### config.mk
export PLATFORM = sky130hd
export DESIGN_NAME = branch_hazard_unit
export DESIGN_NICKNAME = d
export VERILOG_FILES = /design/src/rtl/branch_hazard_unit.sv
export SDC_FILE = /design/constraint.sdc
export NUM_CORES = 1
export LEC_CHECK = 0
export CORE_UTILIZATION = 34
export DETAILED_ROUTE_END_ITERATION = 7
export PLACE_DENSITY = 0.89
export SETUP_SLACK_MARGIN = 0.1
export SYNTH_ARGS = -nofsm -noshare
export SYNTH_HDL_FRONTEND = slang
export SYNTH_SLANG_ARGS = --single-unit
export TNS_END_PERCENT = 30
### constraint.sdc
create_clock -name clk -period 3 [get_ports clk]
set_clock_uncertainty 0.2 [all_clocks]
set_input_delay 0.45 -clock clk [delete_from_list [all_inputs] [get_ports clk]]
set_output_delay 0.45 -clock clk [all_outputs]
set_load 0.02 [all_outputs]
### src/rtl/branch_hazard_unit.sv
// IF/ID pipeline register with load-use stall detection and BEQ resolution in decode.
// Drives hold (IFIDwrite/pc_hazard) and taken-branch (equal/imm) requests to the program counter.
module branch_hazard_unit #(
    parameter int unsigned N = 32
) (
    input  logic         clk,
    input  logic         rst,
    input  logic [N-1:0] pc_in,
    input  logic [N-1:0] instr_in,
    input  logic [N-1:0] rs_data,
    input  logic [N-1:0] rt_data,
    input  logic         idex_memread,
    input  logic [4:0]   idex_rt,
    output logic [N-1:0] ifid_pc,
    output logic [N-1:0] ifid_instr,
    output logic         ifid_valid,
    output logic [N-1:0] imm,
    output logic         equal,
    output logic         IFIDwrite,
    output logic [N-1:0] pc_hazard,
    output logic [15:0]  stall_cnt,
    output logic [15:0]  flush_cnt
);

    localparam logic [1:0] StRun   = 2'd0;
    localparam logic [1:0] StStall = 2'd1;
    localparam logic [1:0] StFlush = 2'd2;

    localparam logic [5:0] OpBeq = 6'b000100;

    logic [1:0]   state_q, state_d;
    logic [N-1:0] ifid_pc_q, ifid_pc_d;
    logic [N-1:0] ifid_instr_q, ifid_instr_d;
    logic         ifid_valid_q, ifid_valid_d;
    logic [15:0]  stall_cnt_q, stall_cnt_d;
    logic [15:0]  flush_cnt_q, flush_cnt_d;

    logic [5:0] opcode;
    logic [4:0] rs_field;
    logic [4:0] rt_field;
    logic       hz;
    logic       bt;
    logic       in_run;

    always_comb begin
        opcode   = ifid_instr_q[31:26];
        rs_field = ifid_instr_q[25:21];
        rt_field = ifid_instr_q[20:16];

        hz = ifid_valid_q && idex_memread && (idex_rt != 5'd0) &&
             ((idex_rt == rs_field) || (idex_rt == rt_field));
        // A pending load-use hazard means the branch operands are stale.
        bt = ifid_valid_q && (opcode == OpBeq) && (rs_data == rt_data) && !hz;

        in_run    = (state_q == StRun);
        IFIDwrite = hz && in_run;
        equal     = bt && in_run;
        pc_hazard = pc_in;
    end

    always_comb begin
        state_d = StRun;
        case (state_q)
            StRun: begin
                if (hz) begin
                    state_d = StStall;
                end else if (bt) begin
                    state_d = StFlush;
                end
            end
            default: state_d = StRun;
        endcase
    end

    always_comb begin
        ifid_pc_d    = pc_in;
        ifid_instr_d = instr_in;
        ifid_valid_d = 1'b1;
        if (IFIDwrite) begin
            ifid_pc_d    = ifid_pc_q;
            ifid_instr_d = ifid_instr_q;
            ifid_valid_d = ifid_valid_q;
        end else if (equal) begin
            // Squash the wrong-path fetch that arrives alongside the taken branch.
            ifid_instr_d = '0;
            ifid_valid_d = 1'b0;
        end
    end

    always_comb begin
        stall_cnt_d = stall_cnt_q;
        flush_cnt_d = flush_cnt_q;
        if (IFIDwrite && (stall_cnt_q != 16'hFFFF)) begin
            stall_cnt_d = stall_cnt_q + 16'd1;
        end
        if (equal && (flush_cnt_q != 16'hFFFF)) begin
            flush_cnt_d = flush_cnt_q + 16'd1;
        end
    end

    always_ff @(posedge clk or posedge rst) begin
        if (rst) begin
            state_q      <= StRun;
            ifid_pc_q    <= '0;
            ifid_instr_q <= '0;
            ifid_valid_q <= 1'b0;
            stall_cnt_q  <= '0;
            flush_cnt_q  <= '0;
        end else begin
            state_q      <= state_d;
            ifid_pc_q    <= ifid_pc_d;
            ifid_instr_q <= ifid_instr_d;
            ifid_valid_q <= ifid_valid_d;
            stall_cnt_q  <= stall_cnt_d;
            flush_cnt_q  <= flush_cnt_d;
        end
    end

    assign ifid_pc    = ifid_pc_q;
    assign ifid_instr = ifid_instr_q;
    assign ifid_valid = ifid_valid_q;
    assign imm        = {{(N-16){ifid_instr_q[15]}}, ifid_instr_q[15:0]};
    assign stall_cnt  = stall_cnt_q;
    assign flush_cnt  = flush_cnt_q;

endmodule

==> impl_metrics.yaml, run 1 <==
run_status:
  outcome: "finished, final reports clean"
setup_path:
  path_cells: "clkdlybuf4s50_1, or4_4, o211ai_4, buf_4, nor2_1, a21boi_2, a22o_1"
  slowest_delay_ns: 0.82
  end_kind: "flip-flop"
  cp-start-kind: "input port"
  cp_data_required_time_ns: 3.07
  cp.arrival_ns: 3.07
  ff2ff_setup_slack_ns: 0.22
  path_max_fanout: 16
  worst_path_max_delay_cell: "a21boi_2"
  critPathKind: "in -> reg"
clock_tree:
  post_cts_buffers: 0
  cts.clk_slew.worst_paths_ns: 0.06
  cts.sinks: 99
  cts_buffers: 9
  cts_max_level: 3
  root_buffer: "clkbuf_16"
  tritoncts: "yes"
  clockBufferDepth: 2
  clk_latency_ns: 0.34
grt:
  grt_pass1_vias: 4231
  grt_max_degree: 100
  grt_first_pass_wirelength_um: 22200
  gr-usage-all-layers_pct: 19.2
  grt-ovfl-total: 0
  antenna_found_initial: 0
cells_and_area:
  stdcell_area_mm2: 0.00815
  drive_gt1_share_pct: 12.8
  diodes: 0
  regArea_mm2: 0.00248
  fin_nets: 804
  nFillCells: 1144
  area_delta_synth_final_pct: 63.2
  multi_input_area_mm2: 0.00200
  layout_common_cells: "296 x clkdlybuf4s50_1, 99 x dfrtp_1, 46 x xnor2_1, 37 x mux2_2, 32 x a22o_1"
  final_common_cell: "clkdlybuf4s50_1"
sta:
  fmax_mhz: 333
  fin_crit_ns: 3.00
  worst_pin_slew_ns: 1.03
  rsz0062_at_grt: "yes"
  fin_crit_sh_pct: 100
  fin_ws_ns: 0.000762
  maxSlewViolCount: 0
  whs_ns: 0.301
  setup_violations: 0
  slew_headroom_pct: 30.7
  hold_viol: 0
detailed_routing:
  num_vias: 4151
  via_per_inst: 4.88
  first_pass_iters: 4
  routed_wl_um: 14900
  wl_per_cell_um: 17.5
  drc: 0
  drt-initial-drc-count: 161
  ant_nets: 0
yosys:
  yosys-top-cells-area: "dfrtp_1 50%, buf_4 9.6%, mux2_2 8.3%"
  yosysTopAreaCell: "dfrtp_1"
  synth_mux_area_share_pct: 8.34
  ys_ff_latch: 99
  synthSimpleGateAreaFrac_pct: 11.4
  synth_cell_types: 32
  syn_inst: 415
  synth_xor_area_share_pct: 12.1
  synth_nets: 553
  synth_fa_ha_area_share_pct: 0.501
  synth_area_mm2: 0.00499
  synth_compound_area_share_pct: 7.06
  synth_top_family_by_area: "XOR/XNOR gates"
  synth.yosys.seq_area_share_pct: 49.6
  synth_top_cell_area_share_pct: 49.6
  postSynthAreaPerCell_um2: 12.0
  synth_warnings: 0
power:
  p_int_mw: 2.62
  p_comb_share_pct: 26.0
  pwr-share-clk_pct: 32.3
  swShare_pct: 27.5
  p_leak_nw: 3.38
  power_density_mw_per_mm2: 443
  power_frac_seq_pct: 41.7
  vdd_ir_drop_max_mv: 0.397
  p_switching_mw: 0.992
place:
  gp_congestion: 0.944
  port_buffers: 298
  pre_cts_slack_ns: -0.403
  placedInstanceArea_mm2: 0.00783
  post-dp-hpwl_um: 11400
die:
  rows: 43
  die_w_um: 123
  start_util_pct: 35.4
  core_mm2: 0.0141
  pin_count: 299
  die_h_um: 123
  die_area_mm2: 0.0152
worst_hold_path:
  hp-class: "reg -> reg"
run:
  cap_violations: 0
stage by stage:
step           power [mW]  TNS (ns)  utilization (%)  std cells
3_3_place_gp         2.45     -8.21             55.6        834
4_1_cts              3.65         0             57.8        850
6_report             3.61         0             57.8        851
3_5_place_dp         2.47    -15.98             55.6        834
5_1_grt              3.77     -1.76             57.8        851
2_1_floorplan        1.98         0                -        415
flip-flops by register name, indices dropped and copies added (netlist names):
signal,count
ifid_pc,32
state_q,2
flush_cnt,16
ifid_instr,32
ifid_valid,1
stall_cnt,16
Yosys cell counts:
| cell | instances |
|---|---|
| dfrtp_1 | 99 |
| buf_4 | 64 |
| xnor2_1 | 46 |
| mux2_2 | 37 |
| a22o_1 | 32 |
| xor2_1 | 23 |
| nand4_1 | 18 |
| nand2_1 | 12 |
| nand3_1 | 12 |
| and3_1 | 10 |
| buf_2 | 9 |
| nor2_1 | 9 |
| nor3_1 | 8 |
| nor4_2 | 4 |
| and2_1 | 3 |
| clkbuf_1 | 3 |
| inv_1 | 3 |
| nor3b_1 | 3 |
| nor4b_1 | 3 |
| and4_1 | 2 |
| ha_1 | 2 |
| nor4_1 | 2 |
| or4_1 | 2 |
| a21boi_1 | 1 |
| a22oi_2 | 1 |
| nand2b_1 | 1 |
| nor4_4 | 1 |
| nor4b_2 | 1 |
| o2111ai_4 | 1 |
| o211ai_4 | 1 |
| o21ai_0 | 1 |
| or4_4 | 1 |
power groups by stage:
stage | combinational (mW) | sequential (mW) | clock, mW
5_1_grt | 0.996 | 1.52 | 1.26
3_3_place_gp | 0.920 | 1.53 | 0
4_1_cts | 0.943 | 1.51 | 1.20
6_report | 0.937 | 1.50 | 1.17
2_1_floorplan | 0.364 | 1.62 | 0
3_5_place_dp | 0.941 | 1.53 | 0
final timing paths:
kind | cells past startpoint | end | from
min in group asynchronous | 3 | ifid_pc[15] | rst
max reg2reg | 7 | ifid_instr[24] | ifid_instr[21]
max | 7 | ifid_instr[24] | idex_rt[2]
max in group asynchronous | 3 | ifid_pc[18] | rst
min reg2reg | 1 | stall_cnt[9] | stall_cnt[9]
min | 1 | stall_cnt[9] | stall_cnt[9]
metal layers:
metal,wire (µm),vias up,GRT usage [%],share of wire [%]
li1,-,1904,-,-
met1,5910,2047,22.1,40
met2,7710,187,34.5,52
met3,1120,13,5.67,7.5
met4,156,0,5.12,1.0
met5,0,-,0,0
timing repair:
item                                    4_1_cts  5_1_grt
hold buffers                                  0        0
cloned                                        0        1
resized for setup                             9        3
pin swaps                                    34        0
endpoints found under the setup margin       38       34
kinds of logic (layout without fill, tap and decap cells):
| kind of cell | count (synthesis) | after routing |
|---|---|---|
| flops | 99 | 99 |
| simple gates | 92 | 92 |
| buf+inv | 79 | 334 |
| xor+xnor | 69 | 69 |
| compound gates | 37 | 38 |
| mux | 37 | 37 |
| fa+ha+maj | 2 | 2 |
layout make-up:
type	count	share of cell area (%)
Clock buffer	11	2.98
Clock inverter	5	0.737
Multi-Input combinational cell	238	24.5
Inverter	3	0.184
Tap cell	180	2.76
Timing Repair Buffer	315	38.4
Sequential cell	99	30.4
critical path: cells and delay by family:
kind | cells | cell delay [ns]
AO/OA/AOI/OAI | 3 | 1.30
AND/OR/NAND/NOR | 2 | 0.66
buffers and inverters | 2 | 0.65
No activity file was read; power rests on OpenSTA's default activity.
==> run 2: changes to the inputs <==
--- a/config.mk
+++ b/config.mk
@@ -5,6 +5,7 @@
 export SDC_FILE = /design/constraint.sdc
 export NUM_CORES = 1
 export LEC_CHECK = 0
+export CAP_MARGIN = 25
 export CORE_UTILIZATION = 34
 export DETAILED_ROUTE_END_ITERATION = 7
 export PLACE_DENSITY = 0.89
==> results of run 2 <==
Same layout as run 1: the final DEF is identical, and so are final timing and power.
==> run 3: changes to the inputs <==
--- a/config.mk
+++ b/config.mk
@@ -8,6 +8,7 @@
 export CAP_MARGIN = 25
 export CORE_UTILIZATION = 34
 export DETAILED_ROUTE_END_ITERATION = 7
+export GPL_TIMING_DRIVEN = 0
 export PLACE_DENSITY = 0.89
 export SETUP_SLACK_MARGIN = 0.1
 export SYNTH_ARGS = -nofsm -noshare
==> run 3 against run 2 <==
- setup slack better by 0.075 ns
- final cell count is 8.0% higher
- clock power is 7% higher
- die area stayed put
- sequential cell count stayed put
- sequential power hardly changed
- register-to-register slack better by 0.09 ns
- first-iteration DRC count is 1.2% lower
- worst hold slack worse by 0.0047 ns
- clock-buffer cell count is 2 lower
==> impl_metrics.yaml, run 3 (synthesized netlist as in run 1, its figures left out) <==
grt:
  antenna_found_initial: 1
  grt_max_degree: 38
  grt_pass1_vias: 4393
  grt-ovfl-total: 0
  gr-usage-all-layers_pct: 20.6
  grt_first_pass_wirelength_um: 23500
power:
  p_leak_nw: 3.74
  power_density_mw_per_mm2: 435
  vdd_ir_drop_max_mv: 0.312
sta:
  fmax_mhz: 342
  tns_ns: 0
  fin_crit_ns: 2.92
  hold_viol: 0
  worst_pin_slew_ns: 0.694
  rsz0062_at_grt: "yes"
  fin_ws_ns: 0.0761
  setup_violations: 0
  fin_crit_sh_pct: 97.5
  slew_headroom_pct: 53.6
  whs_ns: 0.296
  maxSlewViolCount: 0
setup_path:
  rr_worst_depth: 7
  end_kind: "output port"
  path_max_fanout: 2
  regToRegEndpoint: "flush_cnt[13]"
  cp_data_required_time_ns: 2.35
  cp.arrival_ns: 2.27
  ff2ff_setup_slack_ns: 0.31
  critPathKind: "in -> out"
  worst_path_max_delay_cell: "clkdlybuf4s50_1"
  cp-start-kind: "input port"
  slowest_delay_ns: 0.41
  regToRegStartpoint: "ifid_instr[29]"
  path_cells: "clkdlybuf4s50_1, xnor2_1, nand4_1, nor4_4, o2111ai_4, buf_6, inv_1, buf_4"
worst_hold_path:
  min_to: "stall_cnt[9]"
  hp-class: "reg -> reg"
  holdPathStages: 1
  holdCritStartpoint: "stall_cnt[9]"
place:
  dp.cells: 895
  gp_congestion: 0.791
  pre_cts_slack_ns: -1.21
  post-dp-hpwl_um: 12100
  port_buffers: 298
clock_tree:
  cts_hold_buffers: 0
  cts.sinks: 99
  cts_max_level: 3
  clk_latency_ns: 0.34
  root_buffer: "clkbuf_16"
  clockBufferDepth: 2
  cts.clk_slew.worst_paths_ns: 0.07
  cts_buffers: 9
  tritoncts: "yes"
cells_and_area:
  final_util_pct: 61.6
  area_delta_synth_final_pct: 74.0
  drive_gt1_share_pct: 21.0
  fin_nets: 871
  layout_common_cells: "291 x clkdlybuf4s50_1, 99 x dfrtp_1, 72 x buf_4, 45 x xnor2_1, 37 x mux2_2"
  final_common_cell: "clkdlybuf4s50_1"
  instances_no_fill: 919
detailed_routing:
  wl_per_cell_um: 16.7
  ant_nets: 0
  drc: 0
  first_pass_iters: 4
  num_vias: 4308
  via_per_inst: 4.69
  drt-initial-drc-count: 159
  routed_wl_um: 15300
run:
  cap_violations: 0
die:
  pin_count: 299
  rows: 43
  core_mm2: 0.0141
  start_util_pct: 35.4
  die_area_mm2: 0.0152
  die_w_um: 123
  die_h_um: 123
run_status:
  outcome: "finished, final reports clean"
==> run 3: critical path, delay by kind of cell <==
family / cells / cell delay [ns]
AO/OA/AOI/OAI: 1 / 0.19
AND/OR/NAND/NOR: 2 / 0.60
XOR/XNOR: 1 / 0.23
buffers and inverters: 4 / 0.80
==> run 3: metrics by stage <==
stage | cell area (µm²) | power [mW]
floorplan | 5000 | 1.98
global placement | 8210 | 2.52
detailed placement | 8250 | 2.55
CTS | 8670 | 3.81
global route | 8690 | 3.95
finish | 8690 | 3.78
==> run 3: area by class of cell <==
cell class              instances  area [µm²]
clock inverters                 7        97.6
clock buffers                   9         225
flip-flops and latches         99        2480
fillers                      1138        5410
multi-input cells             237        2020
well taps                     180         225
plain buffers                  76         554
repair buffers                307        3070
diodes                          1        2.50
inverters                       3        15.0
==> run 3: how the worst max path moves through the flow <==
stage / startpoint / to / cells past startpoint
floorplan: ifid_instr[21] / IFIDwrite / 5
global placement: idex_rt[0] / IFIDwrite / 7
detailed placement: idex_rt[0] / IFIDwrite / 7
CTS: idex_rt[4] / IFIDwrite / 7
global route: rt_data[3] / equal / 8
finish: rt_data[3] / equal / 8
==> run 3: report_power, final <==
group | internal (mW) | switching [mW] | total (mW)
sequential | 1.42 | 0.0863 | 1.51
combinational | 0.589 | 0.431 | 1.02
clock | 0.735 | 0.515 | 1.25
==> run 3: routing by layer <==
layer	share of wire, %	vias to the layer above	GRT usage, %
li1	-	2051	-
met1	39	2059	23.4
met2	52	184	37.0
met3	7.9	14	6.27
met4	1.2	0	5.95
met5	0	-	0
==> run 3: repair_timing <==
item,in CTS,in global routing
setup endpoints to repair,86,39
gates resized for setup,23,5
gates cloned,0,0
buffers inserted,7,0
pin swaps,9,3
